## src/rtl/pipe_stage_buffer.sv

```systemverilog
// Elastic pipeline-stage register: valid/ready handshake, optional two-entry skid,
// synchronous flush with NOP bubbles, and a saturating starvation counter.
module pipe_stage_buffer #(
  parameter int CTRL_W = 6,
  parameter int DATA_W = 128,
  parameter int SKID   = 1,
  parameter int CNT_W  = 16
) (
  input  logic              clk,
  input  logic              rst,
  input  logic              flush,
  input  logic              in_valid,
  output logic              in_ready,
  input  logic [CTRL_W-1:0] in_ctrl,
  input  logic [DATA_W-1:0] in_data,
  output logic              out_valid,
  input  logic              out_ready,
  output logic [CTRL_W-1:0] out_ctrl,
  output logic [DATA_W-1:0] out_data,
  output logic [1:0]        occupancy,
  output logic [CNT_W-1:0]  bubble_count
);

  // state    | meaning
  // ST_EMPTY | nothing held, outputs show a bubble
  // ST_ONE   | main register M valid and presented
  // ST_FULL  | M presented, skid register S holds the next entry
  typedef enum logic [1:0] {
    ST_EMPTY = 2'd0,
    ST_ONE   = 2'd1,
    ST_FULL  = 2'd2
  } state_t;

  state_t            state_q, state_d;
  logic [CTRL_W-1:0] m_ctrl_q, m_ctrl_d, s_ctrl_q, s_ctrl_d;
  logic [DATA_W-1:0] m_data_q, m_data_d, s_data_q, s_data_d;
  logic              ready_q, ready_d;
  logic              in_xfer, out_xfer;

  // ready_q is low through reset in both modes, so in_ready stays 0 until the first edge
  assign in_ready  = (SKID == 0) ? (ready_q & (~out_valid | out_ready)) : ready_q;
  assign out_valid = (state_q != ST_EMPTY);
  assign out_ctrl  = out_valid ? m_ctrl_q : '0;
  assign out_data  = m_data_q;
  assign occupancy = state_q;
  assign in_xfer   = in_valid & in_ready;
  assign out_xfer  = out_valid & out_ready;
  assign ready_d   = (SKID == 0) ? 1'b1 : (state_d != ST_FULL);

  always_comb begin
    state_d  = state_q;
    m_ctrl_d = m_ctrl_q;
    m_data_d = m_data_q;
    s_ctrl_d = s_ctrl_q;
    s_data_d = s_data_q;
    if (flush) begin
      state_d = ST_EMPTY;
    end else begin
      case (state_q)
        ST_EMPTY: begin
          if (in_xfer) begin
            state_d  = ST_ONE;
            m_ctrl_d = in_ctrl;
            m_data_d = in_data;
          end
        end
        ST_ONE: begin
          if (in_xfer && out_xfer) begin
            m_ctrl_d = in_ctrl;
            m_data_d = in_data;
          end else if (in_xfer) begin
            state_d  = ST_FULL;
            s_ctrl_d = in_ctrl;
            s_data_d = in_data;
          end else if (out_xfer) begin
            state_d = ST_EMPTY;
          end
        end
        ST_FULL: begin
          if (out_xfer) begin
            state_d  = ST_ONE;
            m_ctrl_d = s_ctrl_q;
            m_data_d = s_data_q;
          end
        end
        default: state_d = ST_EMPTY;
      endcase
    end
  end

  always_ff @(posedge clk or posedge rst) begin
    if (rst) begin
      state_q  <= ST_EMPTY;
      m_ctrl_q <= '0;
      m_data_q <= '0;
      s_ctrl_q <= '0;
      s_data_q <= '0;
      ready_q  <= 1'b0;
    end else begin
      state_q  <= state_d;
      m_ctrl_q <= m_ctrl_d;
      m_data_q <= m_data_d;
      s_ctrl_q <= s_ctrl_d;
      s_data_q <= s_data_d;
      ready_q  <= ready_d;
    end
  end

  // starvation counter survives flush; only reset clears it
  always_ff @(posedge clk or posedge rst) begin
    if (rst) begin
      bubble_count <= '0;
    end else if (!out_valid && out_ready && (bubble_count != {CNT_W{1'b1}})) begin
      bubble_count <= bubble_count + CNT_W'(1);
    end
  end

endmodule
```

## config.mk

```make
export PLATFORM = sky130hd
export DESIGN_NAME = pipe_stage_buffer
export DESIGN_NICKNAME = d
export VERILOG_FILES = /design/src/rtl/pipe_stage_buffer.sv
export SDC_FILE = /design/constraint.sdc
export NUM_CORES = 1
export LEC_CHECK = 0
export CORE_ASPECT_RATIO = 1.25
export CORE_UTILIZATION = 51
export DETAILED_ROUTE_END_ITERATION = 7
export GPL_ROUTABILITY_DRIVEN = 0
export GPL_TIMING_DRIVEN = 0
export PLACE_DENSITY = 0.8
export SYNTH_ARGS = -nofsm -noshare
export SYNTH_HDL_FRONTEND = slang
export SYNTH_SLANG_ARGS = --single-unit
```

## constraint.sdc

```tcl
create_clock -name clk -period 11.8 [get_ports clk]
set_input_delay 2.36 -clock clk [delete_from_list [all_inputs] [get_ports clk]]
set_output_delay 2.36 -clock clk [all_outputs]
set_load 0.02 [all_outputs]
```

# [Yosys cells after proc, flatten, opt, wreduce, memory -nomap -nowiden]
# Index checks and enable logic that the tools add are counted.
[op_classes] n_addsub=1 n_eq_ne=7 muxes=16 n_bitwise=4 n_reduce_logical=9
[op_table] op="128-bit two-way mux" n=3
[op_table] op="128-bit case mux with 3 select lines" n=1
[op_table] op="6-bit two-way mux" n=4
[op_table] op="6-bit case mux with 3 select lines" n=1
[op_table] op="16-bit by 1-bit adder with 16-bit output, second input constant" n=1
[op_table] op="16-bit != test, second input constant" n=1
[op_table] op="2-bit two-way mux" n=6
[op_table] op="2-bit != test, second input constant" n=4
[op_table] op="2-bit case mux with 3 select lines" n=1
[op_table] op="5-bit AND reduction" n=1
[op_table] op="4-bit AND reduction" n=1
[op_table] op="1-bit logical AND" n=3
[op_table] op="3-bit nonzero test" n=1
[op_table] op="1-bit AND" n=2
[op_table] op="2-bit by 1-bit == test with 1-bit output, second input constant" n=1
[op_table] op="2-bit == test, second input constant" n=1
[op_table] op="2-bit logical NOT" n=1
[op_table] op="1-bit NOT" n=2
[op_table] op="2-bit nonzero test" n=1
[op_table] op="1-bit logical NOT" n=1
[word_totals] register_bits=287 in_bits=139 elab_cells=44

# [Depth between registers and ports, before layout]
# Gate-level depths: netlist (run 1).
[logic_depth] ltp_word=8 ltp_mapped=8

# [Worst setup path before layout (run 1)]
# OpenSTA, ideal clock, no wires.
[synth_timing] path_type="input to register" startpoint="in out_ready" endpoint="reg m_data_q[0], in the netlist out_data[0]" setup_time_ps=125 t_arrival_ps=3461 required_time_ps=11675 slack_ps=8214 cell_stages=7 n_path_buf=3 path_cell_list="and2b_1 -> nor3_2 -> o21bai_2 -> buf_6 -> buf_8 -> buf_8 -> mux2_4"
[synth_between] elab_chain_len=4
[synth_lines] item="from (decl)" line="17" rtl="input logic out_ready,"
[synth_lines] item="1-bit AND (*)" line="47" rtl="assign out_xfer = out_valid & out_ready;"
[synth_lines] item="1-bit logical AND" line="68" rtl="if (in_xfer && out_xfer) begin"
[synth_lines] item="2-bit != test (no line)"
[synth_lines] item="5-bit AND reduction (no line) (*)"
[synth_lines] item="to (signal assigned)" line="102" rtl="m_data_q <= m_data_d;"
[synth_lines] item="to (decl)" line="36" rtl="logic [DATA_W-1:0] m_data_q, m_data_d, s_data_q, s_data_d;"
# Every way passes the cells marked *; elsewhere a longest branch is shown, timed or not.
# A chain may end at the register's enable or synchronous reset.

# [Worst setup path in the final report (run 1)]
[layout_timing] startpoint="reg state_q[1], in the netlist occupancy[1]" endpoint="out out_ctrl[4]"
[layout_between] elab_chain_len=2
[layout_lines] item="from (decl)" line="34" rtl="state_t state_q, state_d;"
[layout_lines] item="from (signal assigned)" line="100" rtl="state_q <= state_d;"
[layout_lines] item="2-bit nonzero test" line="42" rtl="assign out_valid = (state_q != ST_EMPTY);"
[layout_lines] item="6-bit two-way mux" line="43" rtl="assign out_ctrl = out_valid ? m_ctrl_q : '0;"
[layout_lines] item="to (decl)" line="18" rtl="output logic [CTRL_W-1:0] out_ctrl,"
# Every way passes these cells.

==> impl_results.md, run 1 <==
- Ys flop type: dfrtp_1
- Die width: 147 µm
- Synth Area in Simple Gates: 2.30%
- R2R cell count: 6
- Crit Path Max Fanout: 8
- 1st-iter DRT viols: 292
- Root Buffer: clkbuf_16
- # resized after CTS: 0
- Hold path depth: 1
- RSZ-0062 raised after global routing: no
- Synthesized area: 0.0133 mm²
- Io pins: ~290
- Share of cells above drive strength 1: 43.2%
- Via/cell ratio: about 5.2
- Final Non-Filler Cells: around 1500
- Run status: completed
- Core Box Area: ~0.025 mm²
- Sw frac: 26.8%
- Largest family of logic cells by synthesized area: multiplexers
- Setup Buffers After CTS: 0
- Worst R2R Start: occupancy[1]
- Post-Synth XOR/XNOR Area: 0.919%
- Max-cap violations: 0
- TritonCTS clock tree: built
- Worst Hold Class: flip-flop to flip-flop
- Row cnt: 65
- Tot Pwr: 3.28 mW
- Mux cell area share after synthesis: 38.9%
- Worst hold start: m_ctrl_q[0]
- Pwr per Cell Area: 184 mW/mm²
- Starting Density: a little over half
- Yosys reg bits: 287
- Gr usage total: ~22%
- Highest clock rate: approximately 0.22 GHz
- Synth Area in Adders: 0.0938%
- Register area share after synthesis: 53.8%
- WL final: 29.4 mm
- Synth top area share: 53.8%
- Netlist cell types: 40
- Leak pwr: 8.09 nW
- CTS Buf Count: 30
- Max VDD drop: 126 µV
- Combinational Power Share: 26.7%
- Yosys warns: 0
- Port Buffers: 292
- Kind of critical path: flip-flop to primary output
- # nets final: 1285
- CTS sink cnt: 287
- Dpl ws: 7.40 ns
- H-tree Lvls: 1
- Final ANT Viol Nets: 0
- Worst setup SP type: flip-flop
- Initial antenna violation count: 3
- Clock latency on the worst-skew pair: approximately 0.54 ns
- First-pass GRT wire length: roughly 47 mm
- Cts hold-fix bufs: 0
- Clk slew on worst S/H paths: around 0.060 ns
- Int Power: 2.40 mW
- Max-slew headroom: 54.7%
- Min cycle time layout: 4.54 ns
- Fin crit share: about two fifths
- Worst Skew: 0.0106 ns
- Util after Layout: 70.0%
- Overflow after GRT: 0
- Synth area leader: dfrtp_1
- FFs w/ async S/R, synth: 100%
- Synth area leaders: dfrtp_1 (54%), mux2_2 (20%), mux2_4 (19%), buf_6 (1.4%), buf_8 (0.79%)
- Die height: 183 µm
- Fin Hold WS: 0.497 ns
- Final Slew Violations: 0
- CP arrival: around 2.2 ns
- DRT Pass-1 Iters: 5
- Compound-Gate Fraction of Synth Area: 0.722%
- Clk pwr share: 31.0%
- Kind of end point of the critical path: primary output
- DRC viols: 0
- Syn Nets: 959
- Cells after Synth: 819
- Vias in the first global route: roughly 8600
- Post-detail-place hpwl: ~20 mm
- Worst setup margin: 7.26 ns
- Drt wl/cell: 19.5 µm
- Largest net degree at the start of global routing: 123
- WP data required: 9.44 ns
- Post-synthesis area per instance: roughly 16 µm²
- Psw: 0.879 mW
- Crit. Startpoint: occupancy[1]
- Fillcell total: 1766
- # setup viols final: 0
- Flop pwr share: 42.2%
- Via Count: 7798
- Die area: about 0.027 mm²
- Placed cell count: 1448
- Final Hold Vio Count: 0
- EDFF count, synth: 0
- Worst-Margin Slew: 0.679 ns
- Clock Tree Buf Depth: 3
- Synth-to-layout area growth: 33.6%
[critical path: stages (launching register included)]
cell,delay (ns)
dfrtp_1,0.39
buf_6,0.14
nor2_1,0.41
nor2b_1,0.10
clkdlybuf4s50_1,0.59
[cells in the mapped netlist, types with 4 or more instances]
cell and n:
a21oi_1 7, and3_1 4, buf_2 15, buf_4 7, buf_6 16, buf_8 7
dfrtp_1 287, inv_1 4, mux2_2 234, mux2_4 169, nand2_1 8, nand3_1 5
nand4_1 4, nor2_1 4, nor2b_1 6, xnor2_1 4, xor2_1 10
[layout make-up]
type / instances / area (µm²) / share of cell area [%]
repair buffers: 294 / 2980 / 16.7
well taps: 335 / 419 / 2.35
inverters: 4 / 22.5 / 0.126
diodes: 3 / 7.51 / 0.0421
flip-flops and latches: 287 / 7180 / 40.3
clock inverters: 13 / 219 / 1.23
multi-input cells: 481 / 5720 / 32.1
plain buffers: 47 / 420 / 2.36
clock buffers: 42 / 847 / 4.75
[layout by cell type, fill, tap and decap left out, drive strengths merged, types with 2 or more instances in the layout]
cell type	instances
bufinv	6
nor3	3
clkinv	6
dfrtp	287
nor2b	7
buf	47
clkdlybuf4s50	292
and3	4
and3b	2
nand4	4
mux2	403
nor2	4
nand2	8
a21oi	7
inv	5
xnor2	4
diode	3
nand3	5
nor4	3
xor2	10
clkbuf	44
[final timing paths]
kind                                 end  slack, ns
max in group asynchronous   out_data[37]       8.12
min in group asynchronous  out_data[113]       2.23
hold / removal               m_ctrl_q[0]       0.50
setup reg to reg            out_data[49]       9.67
hold reg to reg              m_ctrl_q[0]       0.50
setup / recovery             out_ctrl[4]       7.26
[metal layers]
layer,GRT usage (%),wire (µm),vias up
li1,-,-,3585
met1,27.0,11800,3940
met2,38.6,14600,228
met3,6.69,2290,45
met4,6.33,726,0
met5,0,0,-
[state kept, by name (all words and copies together) (netlist names)]
register      flops
s_data_q        128
m_ctrl_q          6
bubble_count     16
s_ctrl_q          6
in_ready          1
out_data        128
occupancy         2
[power by group through the flow]
stage / sequential, mW / combinational, mW / clock [mW]
after floorplan: 1.50 / 0.396 / 0
after global placement: 1.38 / 0.862 / 0
after detailed placement: 1.39 / 0.885 / 0
after CTS: 1.38 / 0.888 / 1.04
after global routing: 1.42 / 0.931 / 1.08
final: 1.39 / 0.877 / 1.02
[logic make-up (layout without fill, tap and decap cells)]
logic type,count (synthesis),after routing
flip-flops,287,287
multiplexers,404,404
buffers and inverters,51,400
XOR/XNOR,14,14
AO/OA/AOI/OAI,14,14
adder cells (fa/ha/maj),1,1
AND/OR/NAND/NOR,48,48
other,0,3
[stage by stage]
stage / setup TNS [ns] / cell area, µm²
final: 0 / 17800
after global routing: 0 / 17800
after CTS: 0 / 17800
after detailed placement: 0 / 16700
after global placement: -644.97 / 16700
after floorplan: 0 / 13300
Note: power is estimated with default switching activity, not from simulation.
==> inputs of run 2 (changes only) <==
==> constraint.sdc (replaced) <==
create_clock -name clk -period 4.4 [get_ports clk]
set_input_delay 0.88 -clock clk [delete_from_list [all_inputs] [get_ports clk]]
set_output_delay 0.88 -clock clk [all_outputs]
set_load 0.02 [all_outputs]
==> run 2 against run 1 <==
Against the previous run: critical path depth unchanged; count of clock-buffer cells in the layout is 5 lower; largest power group unchanged; total power grew to 2.8 times the previous value; flip-flop and latch count unchanged.
==> impl_results.md, run 2 (synthesis results as in run 1) <==
- WP data required: 3.52 ns
- Max VDD drop: between 400 and 500 µV
- Overflow after GRT: 0
- DRC viols: 0
- Via Count: 7925
- Kind of end point of the critical path: primary output
- Share of cells above drive strength 1: 44.1%
- Dpl ws: 1.48 ns
- Worst setup margin: roughly 1.3 ns
- Leak pwr: about 8.2 nW
- Gr usage total: 22.6%
- Die width: 147 µm
- Worst Hold Class: flip-flop to flip-flop
- Sw frac: between 20 and 30%
- Final Hold Vio Count: 0
- Final Slew Violations: 0
- Crit Path Max Fanout: 8
- Port Buffers: 292
- Max-cap violations: 0
- Starting Density: a little over half
- Combinational Power Share: 26.1%
- Die height: 183 µm
- Run status: completed
- Flop pwr share: 41.1%
- Setup Buffers After CTS: 0
- Vias in the first global route: 8766
- Slowest CP cell: clkdlybuf4s50_1
- TritonCTS clock tree: built
- Io pins: 293
- 1st-iter DRT viols: roughly 180
- Min cycle time layout: approximately 3.1 ns
- Clk pwr share: 32.9%
- Fin Hold WS: 0.497 ns
- Crit-path leading delay family: buffers and inverters
- Worst Skew: 0.0108 ns
- Crit path cell chain: buf_6 > nor2_1 > nor2b_1 > clkdlybuf4s50_1
- Clock latency on the worst-skew pair: around 0.55 ns
- First-pass GRT wire length: 48.0 mm
- Pwr per Cell Area: 503 mW/mm²
- Kind of critical path: flip-flop to primary output
- # setup viols final: 0
- WL final: 29.8 mm
- Initial antenna violation count: 2
- Root Buffer: clkbuf_16
- Fin crit share: 70.8%
- Commonest cells after routing, fill and taps aside: clkdlybuf4s50_1 (292), dfrtp_1 (287), mux2_2 (234)
- Largest net degree at the start of global routing: 43
- CTS sink cnt: between 200 and 300
- Int Power: roughly 6.6 mW
- Highest clock rate: 0.321 GHz
- Tot Pwr: 9.07 mW
- Drt wl/cell: 19.7 µm
- Cts hold-fix bufs: 0
- Leading cell type in the layout, fill and taps excluded: clkdlybuf4s50_1
- RSZ-0062 raised after global routing: no
- Core Box Area: 0.0255 mm²
- Max-slew headroom: 57.8%
- Clk slew on worst S/H paths: 0.06 ns
- Die area: 0.0268 mm²
- Clock Tree Buf Depth: 3
- Final ANT Viol Nets: 0
- Row cnt: 65
- # nets final: 1292
- DRT Pass-1 Iters: 4
- CP arrival: 2.24 ns
- Post-detail-place hpwl: 20.8 mm
- Synth-to-layout area growth: 35.2%
- Worst path bufs/invs: 2
- # resized after CTS: 0
- CP peak stage delay: ~0.60 ns
- H-tree Lvls: 1
- Worst setup SP type: flip-flop
- CTS Buf Count: 31
- Worst-Margin Slew: 0.633 ns
- Via/cell ratio: 5.23
- Psw: roughly 2.4 mW
-- run 2: cell count changes in the layout (fill, tap and decap cells not counted), sizes merged --
cell / previous run / this run
clkinv: 6 / 7
buf: 47 / 53
clkbuf: 44 / 39
clkinvlp: 0 / 4
inv: 5 / 4
bufinv: 6 / 9
-- run 2: worst paths after layout --
kind                              start               end  slack, ns  cells after the start
setup / recovery           occupancy[1]       out_ctrl[5]       1.28                      4
hold / removal              m_ctrl_q[1]       m_ctrl_q[1]       0.50                      1
setup reg to reg           occupancy[0]      out_data[49]       2.31                      5
hold reg to reg             m_ctrl_q[1]       m_ctrl_q[1]       0.50                      1
max in group asynchronous           rst      s_data_q[79]       2.53                      5
min in group asynchronous           rst  bubble_count[13]       0.74                      2
-- run 2: power by group through the flow --
| stage | Combinational, mW | Clock, mW | Sequential (mW) |
|---|---|---|---|
| after floorplan | 1.06 | 0 | 4.02 |
| after global placement | 2.30 | 0 | 3.72 |
| after detailed placement | 2.38 | 0 | 3.74 |
| after CTS | 2.39 | 3.04 | 3.72 |
| after global routing | 2.51 | 3.16 | 3.80 |
| final | 2.36 | 2.98 | 3.73 |
-- run 2: layer usage --
metal / global-route usage [%] / vias up / wire, µm
li1: - / 3599 / -
met1: 27.1 / 4016 / 11800
met2: 38.2 / 251 / 14700
met3: 7.06 / 59 / 2450
met4: 7.92 / 0 / 857
met5: 0 / - / 0
-- run 2: final cells by class --
cell class                      count  area, µm²
Fill cell                        1737       7430
Sequential cell                   287       7180
Multi-Input combinational cell    481       5720
Timing Repair Buffer              300       3080
Clock buffer                       37        838
Buffer                             47        420
Tap cell                          335        419
Clock inverter                     20        339
Inverter                            4       18.8
Antenna cell                        3       7.51
-- run 2: worst register-to-register path, stage by stage, from the launching register on --
cell and delay [ns]:
dfrtp_1 0.48, nor2b_4 0.15, buf_6 0.16, clkbuf_1 0.51
mux2_2 0.41, mux2_4 0.27
-- run 2: per-stage QoR --
stage | instance area (µm²) | utilization, % | std cells | TNS, ns
after floorplan | 13300 | - | 819 | -81.86
after global placement | 16700 | 65.5 | 1446 | -696.92
after detailed placement | 16800 | 66.2 | 1454 | 0
after CTS | 18000 | 70.8 | 1511 | 0
after global routing | 18000 | 70.8 | 1513 | 0
final | 18000 | 70.8 | 1514 | 0
